$ cat config.mk
export PLATFORM = sky130hd
export DESIGN_NAME = led_blinker_flat
export DESIGN_NICKNAME = d
export VERILOG_FILES = /design/src/rtl/led_blinker_pkg.sv /design/src/rtl/led_blinker_if.sv /design/src/rtl/led_blinker_blink_timer.sv /design/src/rtl/led_blinker.sv /design/src/flat_wrapper.sv
export SDC_FILE = /design/constraint.sdc
export NUM_CORES = 1
export LEC_CHECK = 0
export CAP_MARGIN = 20
export CORE_MARGIN = 2
export CORE_UTILIZATION = 40
export DETAILED_ROUTE_END_ITERATION = 8
export GPL_ROUTABILITY_DRIVEN = 0
export RECOVER_POWER = 50
export SLEW_MARGIN = 20
export SYNTH_ARGS = -nofsm -noshare
export SYNTH_HDL_FRONTEND = slang
export SYNTH_SLANG_ARGS = --single-unit
$ cat constraint.sdc
create_clock -name clk_i -period 3.2 [get_ports clk_i]
set_input_delay 0.64 -clock clk_i [delete_from_list [all_inputs] [get_ports clk_i]]
set_output_delay 0.64 -clock clk_i [all_outputs]
set_load 0.02 [all_outputs]
$ cat src/rtl/led_blinker_pkg.sv
// Shared types and width helpers for the LED blinker.
// Retrigger mode is selected by the LED_BLINKER_RETRIG_EN macro in led_blinker.sv.
package led_blinker_pkg;

    typedef enum logic [1:0] {
        IDLE = 2'd0,
        ON   = 2'd1,
        OFF  = 2'd2
    } blink_st_t;

    function automatic int pend_width(input int max_pending);
        return $clog2(max_pending + 1);
    endfunction

    // A one-bit counter is the floor so that ON_CLKS=OFF_CLKS=1 still elaborates.
    function automatic int timer_width(input int on_clks, input int off_clks);
        int m;
        m = (on_clks > off_clks) ? on_clks : off_clks;
        if (m < 2) return 1;
        return $clog2(m);
    endfunction

endpackage

$ cat src/rtl/led_blinker_if.sv
// Event-in / LED-out signal bundle of the blinker; slave is the blinker side.
interface led_blinker_if
    import led_blinker_pkg::*;
#(
    parameter int MAX_PENDING = 15
) ();

    localparam int PW = pend_width(MAX_PENDING);

    logic          event_i;
    logic          led_o;
    logic          busy_o;
    logic [PW-1:0] pending_o;
    logic          overflow_o;

    modport slave (
        input  event_i,
        output led_o,
        output busy_o,
        output pending_o,
        output overflow_o
    );

    modport master (
        output event_i,
        input  led_o,
        input  busy_o,
        input  pending_o,
        input  overflow_o
    );

endinterface

$ cat src/rtl/led_blinker_blink_timer.sv
// Loadable down-counter shared by the ON and OFF phases; holds at zero.
module blink_timer #(
    parameter int W = 2
) (
    input  logic         clk_i,
    input  logic         rst_i,
    input  logic         load_i,
    input  logic [W-1:0] value_i,
    output logic         zero_o
);

    logic [W-1:0] count_q;
    logic [W-1:0] count_d;

    always_comb begin
        count_d = count_q;
        if (load_i) begin
            count_d = value_i;
        end else if (count_q != '0) begin
            count_d = count_q - 1'b1;
        end
    end

    always_ff @(posedge clk_i) begin
        if (rst_i) begin
            count_q <= '0;
        end else begin
            count_q <= count_d;
        end
    end

    assign zero_o = (count_q == '0);

endmodule

$ cat src/rtl/led_blinker.sv
// Turns event pulses into ON_CLKS-high / OFF_CLKS-low blinks with a saturating event queue.
// Define LED_BLINKER_RETRIG_EN to make events during ON extend the current blink instead of queueing.
module led_blinker
    import led_blinker_pkg::*;
#(
    parameter int ON_CLKS     = 1000,
    parameter int OFF_CLKS    = 1000,
    parameter int MAX_PENDING = 15
) (
    input  logic          clk_i,
    input  logic          rst_i,
    led_blinker_if.slave  bus
);

    localparam int PW = pend_width(MAX_PENDING);
    localparam int TW = timer_width(ON_CLKS, OFF_CLKS);

    localparam logic [TW-1:0] ON_LOAD  = TW'(ON_CLKS - 1);
    localparam logic [TW-1:0] OFF_LOAD = TW'(OFF_CLKS - 1);
    localparam logic [PW-1:0] PEND_MAX = PW'(MAX_PENDING);

    blink_st_t     state_q, state_d;
    logic [PW-1:0] pending_q, pending_d;
    logic          led_q, led_d;
    logic          ovf_q, ovf_d;

    logic          tmr_load;
    logic [TW-1:0] tmr_value;
    logic          tmr_zero;
    logic          enq;
    logic          deq;
    logic          retrig_hit;

    blink_timer #(
        .W (TW)
    ) u_timer (
        .clk_i   (clk_i),
        .rst_i   (rst_i),
        .load_i  (tmr_load),
        .value_i (tmr_value),
        .zero_o  (tmr_zero)
    );

    always_ff @(posedge clk_i) begin
        if (rst_i) begin
            state_q   <= IDLE;
            pending_q <= '0;
            led_q     <= 1'b0;
            ovf_q     <= 1'b0;
        end else begin
            state_q   <= state_d;
            pending_q <= pending_d;
            led_q     <= led_d;
            ovf_q     <= ovf_d;
        end
    end

    always_comb begin
        state_d = state_q;
        case (state_q)
            IDLE: begin
                if (bus.event_i || (pending_q != '0)) begin
                    state_d = ON;
                end
            end
            ON: begin
                if (retrig_hit) begin
                    state_d = ON;
                end else if (tmr_zero) begin
                    state_d = OFF;
                end
            end
            OFF: begin
                if (tmr_zero) begin
                    state_d = (pending_q != '0) ? ON : IDLE;
                end
            end
            default: state_d = IDLE;
        endcase
    end

    // An event arriving in IDLE starts the blink itself; a queued one is only
    // drawn down when no fresh event is available to start it.
    always_comb begin
        enq        = 1'b0;
        deq        = 1'b0;
        retrig_hit = 1'b0;
        case (state_q)
            IDLE: begin
                deq = !bus.event_i && (pending_q != '0);
            end
            ON: begin
`ifdef LED_BLINKER_RETRIG_EN
                retrig_hit = bus.event_i;
`else
                enq = bus.event_i;
`endif
            end
            OFF: begin
                enq = bus.event_i;
                deq = tmr_zero && (pending_q != '0);
            end
            default: begin
                enq = 1'b0;
            end
        endcase

        tmr_load  = ((state_d != state_q) && (state_d != IDLE)) || retrig_hit;
        tmr_value = (state_d == OFF) ? OFF_LOAD : ON_LOAD;

        pending_d = pending_q;
        ovf_d     = 1'b0;
        if (enq && !deq) begin
            if (pending_q == PEND_MAX) begin
                ovf_d = 1'b1;
            end else begin
                pending_d = pending_q + 1'b1;
            end
        end else if (deq && !enq) begin
            pending_d = pending_q - 1'b1;
        end

        led_d = (state_d == ON);
    end

    assign bus.led_o      = led_q;
    assign bus.pending_o  = pending_q;
    assign bus.overflow_o = ovf_q;
    assign bus.busy_o     = (state_q != IDLE) || (pending_q != '0);

endmodule
$ cat src/flat_wrapper.sv
// flat-port wrapper written by rule: the top's interface ports become plain ports
module led_blinker_flat import led_blinker_pkg::*;
#(
    parameter int ON_CLKS     = 1000,
    parameter int OFF_CLKS    = 1000,
    parameter int MAX_PENDING = 15
)
  (clk_i, rst_i, bus_event_i, bus_led_o, bus_busy_o, bus_pending_o, bus_overflow_o);
  led_blinker_if #(.MAX_PENDING(MAX_PENDING)) bus_i ();
  input  logic clk_i;
  input  logic rst_i;
  input wire logic [$bits(bus_i.event_i)-1:0] bus_event_i;
  output wire logic [$bits(bus_i.led_o)-1:0] bus_led_o;
  output wire logic [$bits(bus_i.busy_o)-1:0] bus_busy_o;
  output wire logic [$bits(bus_i.pending_o)-1:0] bus_pending_o;
  output wire logic [$bits(bus_i.overflow_o)-1:0] bus_overflow_o;
  assign bus_i.event_i = bus_event_i;
  assign bus_led_o = bus_i.led_o;
  assign bus_busy_o = bus_i.busy_o;
  assign bus_pending_o = bus_i.pending_o;
  assign bus_overflow_o = bus_i.overflow_o;
  led_blinker #(.ON_CLKS(ON_CLKS), .OFF_CLKS(OFF_CLKS), .MAX_PENDING(MAX_PENDING)) u_core (.clk_i(clk_i), .rst_i(rst_i), .bus(bus_i));
endmodule
==> flow_summary.rst, run 1 <==
.. list-table::
   :header-rows: 1

   * - Metric
     - Value
   * - Result of the run
     - completed
   * - Cell type contributing the most total cell area after synthesis
     - sky130_fd_sc_hd__dfxtp_1
   * - Flip-flop cell with the highest count after synthesis
     - sky130_fd_sc_hd__dfxtp_1
   * - Number of register bits inferred by synthesis
     - 18
   * - Starting utilization of the core area
     - 43.1%
   * - Worst-Margin Slew
     - 584 ps
   * - Critical path arrival
     - 1950 ps
   * - DRT iter0 DRCs
     - 23
   * - Post-synth EDFFs
     - 0
   * - Number of global-route vias before repair
     - 869
   * - Avg Inst Size Synth
     - 8.92 µm²
   * - Instance count of the mapped netlist
     - 123
   * - Count of final hold-check violations
     - 0
   * - Chip width
     - 56.4 µm
   * - Final worst path period need
     - 2590 ps
   * - Reported max-cap violation count
     - 0
   * - Ant. Diodes
     - 0
   * - Critical hold path startpoint
     - u_core.u_timer.count_q[8]
   * - I/O pin count
     - 10
   * - Number of antenna violations at the first check in global routing
     - 0
   * - Maximum clock path buffer count
     - 2
   * - Proportion of synthesized flip-flops having asynchronous set or reset
     - 0%
   * - Setup repair after global routing missed its margin
     - no
   * - Worst Hold Depth
     - 2
   * - Crit path launch type
     - flop
   * - Post-route antenna net violation count
     - 0
   * - Worst-case hold path end point
     - u_core.u_timer.count_q[8]
   * - Quantity of I/O buffers inserted on ports
     - 9
   * - Warning count from the yosys run
     - 0
   * - Post-synthesis instance area
     - 1100 µm²
   * - Share of the synthesized area in the top cell type
     - 32.8%
   * - Worst-Skew Late Latency
     - 300 ps
   * - Worst r2r path cells
     - 9
   * - Required time worst endpoint
     - 2560 ps
   * - Setup_tns
     - 0 ps
   * - Startpoint of the most critical register-to-register path
     - u_core.u_timer.count_q[0]
   * - Cell area after layout
     - ~1200 µm²
   * - Wire length of the first global-routing pass
     - 3.99 mm
   * - Timing-limited maximum frequency
     - 0.387 GHz
   * - GRT Residual Overflow
     - 0
   * - Detailed placer's ending HPWL
     - between 1.5 and 2 mm
   * - Most used standard cells in the synthesized netlist
     - sky130_fd_sc_hd__dfxtp_1, sky130_fd_sc_hd__a21oi_1, sky130_fd_sc_hd__nor2_1
   * - Pre-antenna DRT Iters
     - 4
   * - Kind of critical path
     - reg2out
   * - Post-CTS clock slew at the launch and capture registers of the worst setup and hold paths
     - 100 ps
   * - P_leak
     - 0.000522 µW
   * - Final clock period utilization by the worst path
     - 80.8%
   * - Slowest stage cell on the critical path
     - sky130_fd_sc_hd__or4_1
   * - Fin Clk Skew
     - roughly 10 ps
   * - Worst path cell trace
     - or4_1 -> inv_1 -> nand2_1 -> clkdlybuf4s50_1
   * - Via count
     - 929
   * - Peak supply drop
     - 0.567 mV
   * - Synth unique cells
     - 41
   * - Count of final max-slew check failures
     - 0
   * - Largest cells by area after synthesis
     - sky130_fd_sc_hd__dfxtp_1, sky130_fd_sc_hd__ha_1, sky130_fd_sc_hd__a21oi_1
   * - Final nets
     - 145
   * - Share of post-route cells with drive strength above 1
     - 7.52%
   * - Maximum number of pins on one net before global-route repair
     - 17
   * - Number of buffers inserted during clock tree synthesis
     - 3
   * - Post-cts sizing count
     - 0
   * - Global-route usage over all layers
     - 15.7%
   * - Maximum fanout count along the critical path
     - 6
   * - TritonCTS clock tree
     - yes
   * - Power per standard cell area
     - 1070 nW/µm²
   * - Worst flop-to-flop path endpoint
     - u_core.bus.pending_o[3]
   * - Number of cell rows
     - 18
   * - Overall die area
     - 3180 µm²
   * - Cell area reported after detailed placement
     - 1210 µm²
   * - Final routed DRC violation total
     - 0
   * - Synth Net Count
     - 134
   * - Placeable Area
     - 2540 µm²
   * - Path category of the worst min-delay check
     - reg2reg
   * - Y dimension of the die
     - 56.4 µm
   * - Most frequent cell after synthesis
     - sky130_fd_sc_hd__dfxtp_1
   * - Total clock sinks
     - 18
   * - Post-detailed-route wirelength per cell
     - approximately 13 µm
   * - CP delay by family, top
     - simple AND/OR/NAND/NOR gates
   * - Post-route worst hold slack
     - 577 ps
   * - Area growth syn-to-layout
     - 13.1%
   * - CTS Root Buffer Type
     - sky130_fd_sc_hd__clkbuf_4
   * - Clock H-tree levels
     - 1
   * - Number of endpoints failing setup at the final stage
     - 0
   * - Worst-case register-to-register setup slack
     - 670 ps
   * - Number of setup buffers added after CTS
     - 0
   * - Wirelength, routed
     - about 2.2 mm
   * - Sequential share of the synthesized area
     - around 33%
   * - Max incr delay on CP
     - approximately 620 ps
   * - Max transition margin
     - 60.9%
   * - Type of destination of the critical path
     - output pin
   * - Routed vias/inst
     - 5.70
   * - Number of hold buffers added after CTS
     - 0
   * - CP Buf/Inv Count
     - 2
-- metrics by stage --
stage                     std cells  util, %  power, µW  setup WS [ps]
final                           163     48.8       1330            613
after global routing            163     48.8       1470            435
after CTS                       163     48.9       1350            591
after detailed placement        159     47.5       1200            612
after global placement          159     47.5       1190            670
after floorplan                 123        -       1030           1030
-- power breakdown --
group	switching [µW]	leakage, µW	internal [µW]
clock	73.5	0.0000210	69.3
combinational	407	0.000352	352
sequential	110	0.000149	316
-- logic make-up (layout without fill, tap and decap cells) --
group                    after synthesis  after routing  synth area share [%]
multiplexers                           4              4                  3.76
buffers and inverters                  9             19                  3.88
XOR/XNOR                               8              8                  6.39
AO/OA/AOI/OAI                         37             37                  22.9
adder cells (fa/ha/maj)                8              8                  9.12
AND/OR/NAND/NOR                       39             39                  21.1
flip-flops                            18             18                  32.8
-- cells in the final DEF (no fill, tap or decap), types with 4 or more instances in the layout --
cell and n:
sky130_fd_sc_hd__dfxtp_1 18, sky130_fd_sc_hd__ha_1 8, sky130_fd_sc_hd__a21oi_1 17, sky130_fd_sc_hd__dlygate4sd3_1 6
sky130_fd_sc_hd__nor2_1 10, sky130_fd_sc_hd__o21ai_0 4, sky130_fd_sc_hd__nand2_1 7, sky130_fd_sc_hd__inv_1 5
sky130_fd_sc_hd__xnor2_1 5
-- tightest hold or removal path, cell delays in order, from the launching register on --
cell                      delay [ps]
sky130_fd_sc_hd__dfxtp_1         330
sky130_fd_sc_hd__mux2i_1         130
sky130_fd_sc_hd__a21oi_1          70
-- flip-flops by register name (all words and copies together) (netlist names) --
| register | flops |
|---|---|
| u_core.bus.overflow_o | 1 |
| u_core.u_timer.count_q | 10 |
| u_core.state_q | 2 |
| u_core.bus.led_o | 1 |
| u_core.bus.pending_o | 4 |
-- cell type report --
class | instances | area [µm²]
multi-input cells | 96 | 694
well taps | 30 | 37.5
inverters | 5 | 18.8
clock buffers | 4 | 36.3
fillers | 262 | 1300
flip-flops and latches | 18 | 360
repair buffers | 10 | 93.8
-- routing by layer --
| metal | vias up | GRT usage, % | wire (µm) |
|---|---|---|---|
| li1 | 476 | - | - |
| met2 | 17 | 24.5 | 992 |
| met3 | 4 | 5.30 | 83 |
| met5 | - | 0 | 0 |
| met1 | 432 | 20.7 | 1090 |
| met4 | 0 | 4.42 | 31 |
-- how the worst max path moves through the flow --
stage | startpoint | cells after the start | slack (ps) | end
after global routing | u_core.u_timer.count_q[0] | 9 | 430 | u_core.bus.pending_o[3]
after CTS | u_core.bus.pending_o[2] | 4 | 590 | bus_busy_o
after floorplan | u_core.u_timer.count_q[0] | 9 | 1030 | u_core.u_timer.count_q[3]
final | u_core.bus.pending_o[2] | 4 | 610 | bus_busy_o
after detailed placement | bus_event_i | 9 | 610 | u_core.bus.pending_o[3]
after global placement | bus_event_i | 9 | 670 | u_core.bus.pending_o[3]
(Power assumes the default switching activity.)
==> run 2, diff against run 1 <==
- clock period: 3.2 -> 2.1 ns (I/O delays scaled with it)
==> flow_summary.rst, run 2 (synthesized netlist as in run 1, its figures left out) <==
.. list-table::
   :header-rows: 1

   * - Metric
     - Value
   * - Result of the run
     - finished with violations
   * - Violated checks
     - setup timing
   * - Worst Slack Setup Final
     - -52.3 ps
   * - Post-CTS clock slew at the launch and capture registers of the worst setup and hold paths
     - ~100 ps
   * - Count of final hold-check violations
     - 0
   * - Number of fill cells
     - 222
   * - Starting utilization of the core area
     - between 40% and 50%
   * - Type of destination of the critical path
     - flop
   * - Max transition margin
     - between 70% and 80%
   * - Most frequent standard cell in the layout excluding fill and tap cells
     - sky130_fd_sc_hd__buf_4
   * - Detailed placer's ending HPWL
     - 1.99 mm
   * - Post-detailed-route wirelength per cell
     - 15.2 µm
   * - Setup repair after global routing missed its margin
     - yes
   * - Number of hold buffers added after CTS
     - 0
   * - Post-route antenna net violation count
     - 0
   * - I/O pin count
     - 10
   * - Number of cell rows
     - 18
   * - Power per standard cell area
     - 1630 nW/µm²
   * - Placeable Area
     - around 2500 µm²
   * - Chip width
     - 56.4 µm
   * - Maximum clock path buffer count
     - 2
   * - Reg with most FFs
     - u_core.u_timer.count_q
   * - Number of endpoints failing setup at the final stage
     - 10
   * - CTS Root Buffer Type
     - sky130_fd_sc_hd__clkbuf_4
   * - Number of global-route vias before repair
     - 1,195
   * - Global-route usage over all layers
     - between 10% and 20%
   * - Final worst path period need
     - 2150 ps
   * - Critical path arrival
     - around 2400 ps
   * - Number of antenna violations at the first check in global routing
     - 0
   * - Timing-limited maximum frequency
     - 0.465 GHz
   * - Reported max-cap violation count
     - 0
   * - Overall die area
     - 3180 µm²
   * - Max incr delay on CP
     - 360 ps
   * - Via count
     - around 1,200
   * - Final routed DRC violation total
     - 0
   * - Post-route worst hold slack
     - 616 ps
   * - Maximum number of pins on one net before global-route repair
     - 11
   * - Quantity of I/O buffers inserted on ports
     - 9
   * - TritonCTS clock tree
     - yes
   * - Peak supply drop
     - between 0.9 and 1 mV
   * - Worst path cell trace
     - inv_2 -> ha_4 -> nor4b_4 -> nand3_2 -> a221o_1 -> a211o_1 -> o22a_4 -> and3b_1
   * - Crit path launch type
     - flop
   * - Path category of the worst min-delay check
     - reg2reg
   * - Final nets
     - 184
   * - Number of buffers inserted during clock tree synthesis
     - 3
   * - Ant. Diodes
     - 0
   * - DRT iter0 DRCs
     - 31
   * - Wire length of the first global-routing pass
     - 5.00 mm
   * - Count of final max-slew check failures
     - 0
   * - Worst-Margin Slew
     - 364 ps
   * - Routed vias/inst
     - 5.69
   * - Y dimension of the die
     - 56.4 µm
   * - Fin Clk Skew
     - 2.46 ps
   * - Worst-Skew Late Latency
     - 290 ps
   * - Total clock sinks
     - 18
   * - Maximum fanout count along the critical path
     - 5
   * - Final clock period utilization by the worst path
     - 102%
   * - Wirelength, routed
     - 3.08 mm
   * - Clock H-tree levels
     - 1
   * - Setup_tns
     - -225 ps
   * - Largest register FFs
     - 10
   * - GRT Residual Overflow
     - 0
   * - Area growth syn-to-layout
     - 50.7%
   * - Share of post-route cells with drive strength above 1
     - between 40% and 50%
   * - Post-Place Worst Slack
     - -222 ps
   * - Most frequent cells in the layout
     - sky130_fd_sc_hd__buf_4, sky130_fd_sc_hd__dfxtp_1, sky130_fd_sc_hd__a21oi_1
   * - CP Buf/Inv Count
     - 1
   * - Required time worst endpoint
     - 2300 ps
   * - Pre-antenna DRT Iters
     - 4
   * - P_leak
     - roughly 0.00072 µW
   * - Kind of critical path
     - reg2reg
   * - CP delay by family, top
     - compound AO/OA/AOI/OAI gates
   * - Slowest stage cell on the critical path
     - sky130_fd_sc_hd__a221o_1
[run 2: cell count changes in the layout (fill, tap and decap cells not counted), sizes merged]
cell / previous run / this run
clkdlybuf4s50: 3 / 4
dlygate4sd3: 6 / 4
o22a: 1 / 2
buf: 0 / 39
[run 2: what timing repair did]
item / in CTS / in global routing
setup endpoints to repair: 12 / 14
buffers inserted: 5 / 1
pin swaps: 5 / 4
gates resized for setup: 18 / 17
cloned: 1 / 0
[run 2: area by class of cell]
| cell class | instances | area, µm² | share of cell area (%) |
|---|---|---|---|
| Tap cell | 30 | 37.5 | 2.27 |
| Sequential cell | 18 | 367 | 22.2 |
| Multi-Input combinational cell | 97 | 817 | 49.4 |
| Timing Repair Buffer | 48 | 378 | 22.8 |
| Inverter | 5 | 18.8 | 1.13 |
| Clock buffer | 4 | 36.3 | 2.19 |
[run 2: path summary, 6_finish.rpt]
path / start / endpoint / slack (ps) / cells after the start
setup reg to reg: u_core.u_timer.count_q[0] / u_core.u_timer.count_q[3] / -50 / 8
hold / removal: u_core.u_timer.count_q[8] / u_core.u_timer.count_q[8] / 620 / 2
hold reg to reg: u_core.u_timer.count_q[8] / u_core.u_timer.count_q[8] / 620 / 2
setup / recovery: u_core.u_timer.count_q[0] / u_core.u_timer.count_q[3] / -50 / 8
[run 2: layer usage]
layer | up-vias | GRT usage, % | wire (µm)
met3 | 6 | 4.61 | 76
met4 | 0 | 6.12 | 50
met1 | 562 | 23.7 | 1360
met5 | - | 0 | 0
met2 | 22 | 33.8 | 1590
li1 | 560 | - | -
[run 2: stage by stage]
step	power [µW]	instances	instance area, µm²	util (%)
final	2700	202	1650	65.0
after global routing	2900	202	1650	65.0
after CTS	2560	201	1590	62.3
after global placement	2130	191	1450	56.9
after detailed placement	2170	191	1450	56.9
after floorplan	1570	123	1100	-
[run 2: where the power goes]
group          internal [µW]  switching, µW
registers                488           97.7
logic                    956            942
clock network            106            109
[run 2: worst reg2reg max path: stages, from the launching register on]
cell,delay (ps)
sky130_fd_sc_hd__dfxtp_2,340
sky130_fd_sc_hd__inv_2,70
sky130_fd_sc_hd__ha_4,120
sky130_fd_sc_hd__nor4b_4,310
sky130_fd_sc_hd__nand3_2,130
sky130_fd_sc_hd__a221o_1,360
sky130_fd_sc_hd__a211o_1,310
sky130_fd_sc_hd__o22a_4,250
sky130_fd_sc_hd__and3b_1,160
==> run 3, diff against run 2 <==
- CORE_MARGIN: 2 -> 8
==> flow_summary.rst, run 3 (synthesized netlist as in run 1, its figures left out) <==
.. list-table::
   :header-rows: 1

   * - Metric
     - Value
   * - Result of the run
     - finished with violations
   * - Violated checks
     - setup timing
   * - Post-CTS clock slew at the launch and capture registers of the worst setup and hold paths
     - approximately 120 ps
   * - Peak supply drop
     - 1.07 mV
   * - Share of post-route cells with drive strength above 1
     - ~46%
   * - Clock H-tree levels
     - 1
   * - Post-route antenna net violation count
     - 0
   * - I/O pin count
     - 10
   * - Pre-antenna DRT Iters
     - 4
   * - CTS Root Buffer Type
     - sky130_fd_sc_hd__clkbuf_4
   * - Maximum clock path buffer count
     - 2
   * - TritonCTS clock tree
     - yes
   * - Post-route worst hold slack
     - 590 ps
   * - Critical hold path startpoint
     - u_core.u_timer.count_q[8]
   * - Number of buffers inserted during clock tree synthesis
     - 3
   * - Final worst path period need
     - 2150 ps
   * - Setup repair after global routing missed its margin
     - yes
   * - Worst r2r path cells
     - 8
   * - Power per standard cell area
     - 1630 nW/µm²
   * - Global-route usage over all layers
     - 13.4%
   * - Cell area after layout
     - 1680 µm²
   * - Worst-Margin Slew
     - ~360 ps
   * - Critical path arrival
     - 2350 ps
   * - Count of final max-slew check failures
     - 0
   * - Maximum number of pins on one net before global-route repair
     - 11
   * - Worst-case register-to-register setup slack
     - -50 ps
   * - Worst-case hold path end point
     - u_core.u_timer.count_q[8]
   * - Most frequent standard cell in the layout excluding fill and tap cells
     - sky130_fd_sc_hd__buf_4
   * - Largest register FFs
     - 10
   * - Path category of the worst min-delay check
     - reg2reg
   * - Area taken by flip-flops and latches
     - 368 µm²
   * - Worst Hold Depth
     - 2
   * - Post-detailed-route wirelength per cell
     - 15.1 µm
   * - Worst-Skew Late Latency
     - 300 ps
   * - GRT Residual Overflow
     - 0
   * - Multi-input combinational cell area
     - 795 µm²
   * - Number of cell rows
     - 19
   * - Number of antenna violations at the first check in global routing
     - 0
   * - DRT iter0 DRCs
     - 41
   * - Quantity of I/O buffers inserted on ports
     - 9
   * - Crit path launch type
     - flop
   * - Most frequent cells in the layout
     - sky130_fd_sc_hd__buf_4, sky130_fd_sc_hd__a21oi_1, sky130_fd_sc_hd__dfxtp_1
   * - Placeable Area
     - 2690 µm²
   * - Total clock sinks
     - 18
   * - Y dimension of the die
     - 68.4 µm
   * - Detailed placer's ending HPWL
     - roughly 2 mm
   * - Fin Clk Skew
     - 7.69 ps
   * - Final clock period utilization by the worst path
     - 103%
   * - Starting utilization of the core area
     - between 40% and 50%
   * - Number of fill cells
     - 233
   * - Chip width
     - 68.4 µm
   * - Max transition margin
     - 75.7%
   * - Worst flop-to-flop path endpoint
     - u_core.u_timer.count_q[3]
   * - Post-Place Worst Slack
     - -251 ps
   * - Cell area reported after detailed placement
     - 1440 µm²
   * - Startpoint of the most critical register-to-register path
     - u_core.state_q[1]
   * - Via count
     - 1,127
   * - Wire length of the first global-routing pass
     - about 4.8 mm
   * - Routed vias/inst
     - roughly 5.5
   * - Maximum fanout count along the critical path
     - 5
   * - Reported max-cap violation count
     - 0
   * - Wirelength, routed
     - 3.12 mm
   * - Count of final hold-check violations
     - 0
   * - Required time worst endpoint
     - 2300 ps
   * - Ant. Diodes
     - 0
   * - Setup_tns
     - -127 ps
   * - Kind of critical path
     - reg2reg
   * - P_leak
     - ~0.00073 µW
   * - Final routed DRC violation total
     - 0
   * - Number of global-route vias before repair
     - 1,102
   * - Reg with most FFs
     - u_core.u_timer.count_q
   * - Area growth syn-to-layout
     - 52.7%
   * - Timing-limited maximum frequency
     - about 0.46 GHz
   * - Worst Slack Setup Final
     - -54.7 ps
   * - Final nets
     - 187
   * - Overall die area
     - between 4000 and 5000 µm²
   * - Type of destination of the critical path
     - flop
   * - Number of endpoints failing setup at the final stage
     - 5
-- run 3: changes by cell type in the layout (fill, tap and decap cells not counted), sizes merged --
cell and delta:
buf +4, clkdlybuf4s50 +4, dlygate4sd3 -4, clkbuf -1
-- run 3: timing repair --
item                       CTS  global route
resized for setup           29             9
hold buffers                 0             0
setup endpoints to repair   14            14
gates cloned                 1             0
setup buffers                9             2
pin swaps                    7             7
-- run 3: routing by layer --
metal  vias up  GRT usage (%)  share of wire [%]
li1        566              -                  -
met1       533           14.2                 44
met2        22           25.3                 50
met3         6           3.60                4.6
met4         0           3.32                1.2
met5         -              0                  0
-- run 3: cell type report --
class / count / area share [%]
well taps: 31 / 2.32
flip-flops and latches: 18 / 22.0
clock buffers: 4 / 2.17
repair buffers: 51 / 25.0
multi-input cells: 97 / 47.4
inverters: 5 / 1.12
-- run 3: stage by stage --
| step | instances | utilization (%) | power (µW) |
|---|---|---|---|
| 2_1_floorplan | 123 | - | 1570 |
| 3_3_place_gp | 190 | 53.4 | 2100 |
| 3_5_place_dp | 190 | 53.4 | 2140 |
| 4_1_cts | 204 | 60.8 | 2630 |
| 5_1_grt | 206 | 62.4 | 2930 |
| 6_report | 206 | 62.4 | 2740 |
-- run 3: worst max-delay path by stage --
stage | start | end | slack, ps | depth (start not counted)
finish | u_core.state_q[1] | u_core.u_timer.count_q[3] | -50 | 8
global route | u_core.state_q[1] | u_core.u_timer.count_q[3] | -130 | 8
CTS | u_core.u_timer.count_q[1] | u_core.u_timer.count_q[3] | -30 | 8
detailed placement | bus_event_i | u_core.bus.pending_o[3] | -250 | 9
global placement | bus_event_i | u_core.bus.pending_o[3] | -160 | 9
floorplan | u_core.state_q[0] | u_core.u_timer.count_q[3] | -20 | 9
-- run 3: critical path: stages (launching register included) --
cell,delay (ps)
sky130_fd_sc_hd__dfxtp_1,390
sky130_fd_sc_hd__inv_1,90
sky130_fd_sc_hd__ha_1,190
sky130_fd_sc_hd__o21a_1,180
sky130_fd_sc_hd__a311oi_1,340
sky130_fd_sc_hd__a22oi_1,120
sky130_fd_sc_hd__a211o_1,350
sky130_fd_sc_hd__o22a_4,230
sky130_fd_sc_hd__and3b_1,160
-- run 3: where the power goes --
part / switching (µW) / leakage (µW) / internal, µW
Sequential: 108 / 0.000151 / 492
Combinational: 917 / 0.000554 / 990
Clock: 122 / 0.0000210 / 106
Total: 1150 / 0.000726 / 1590
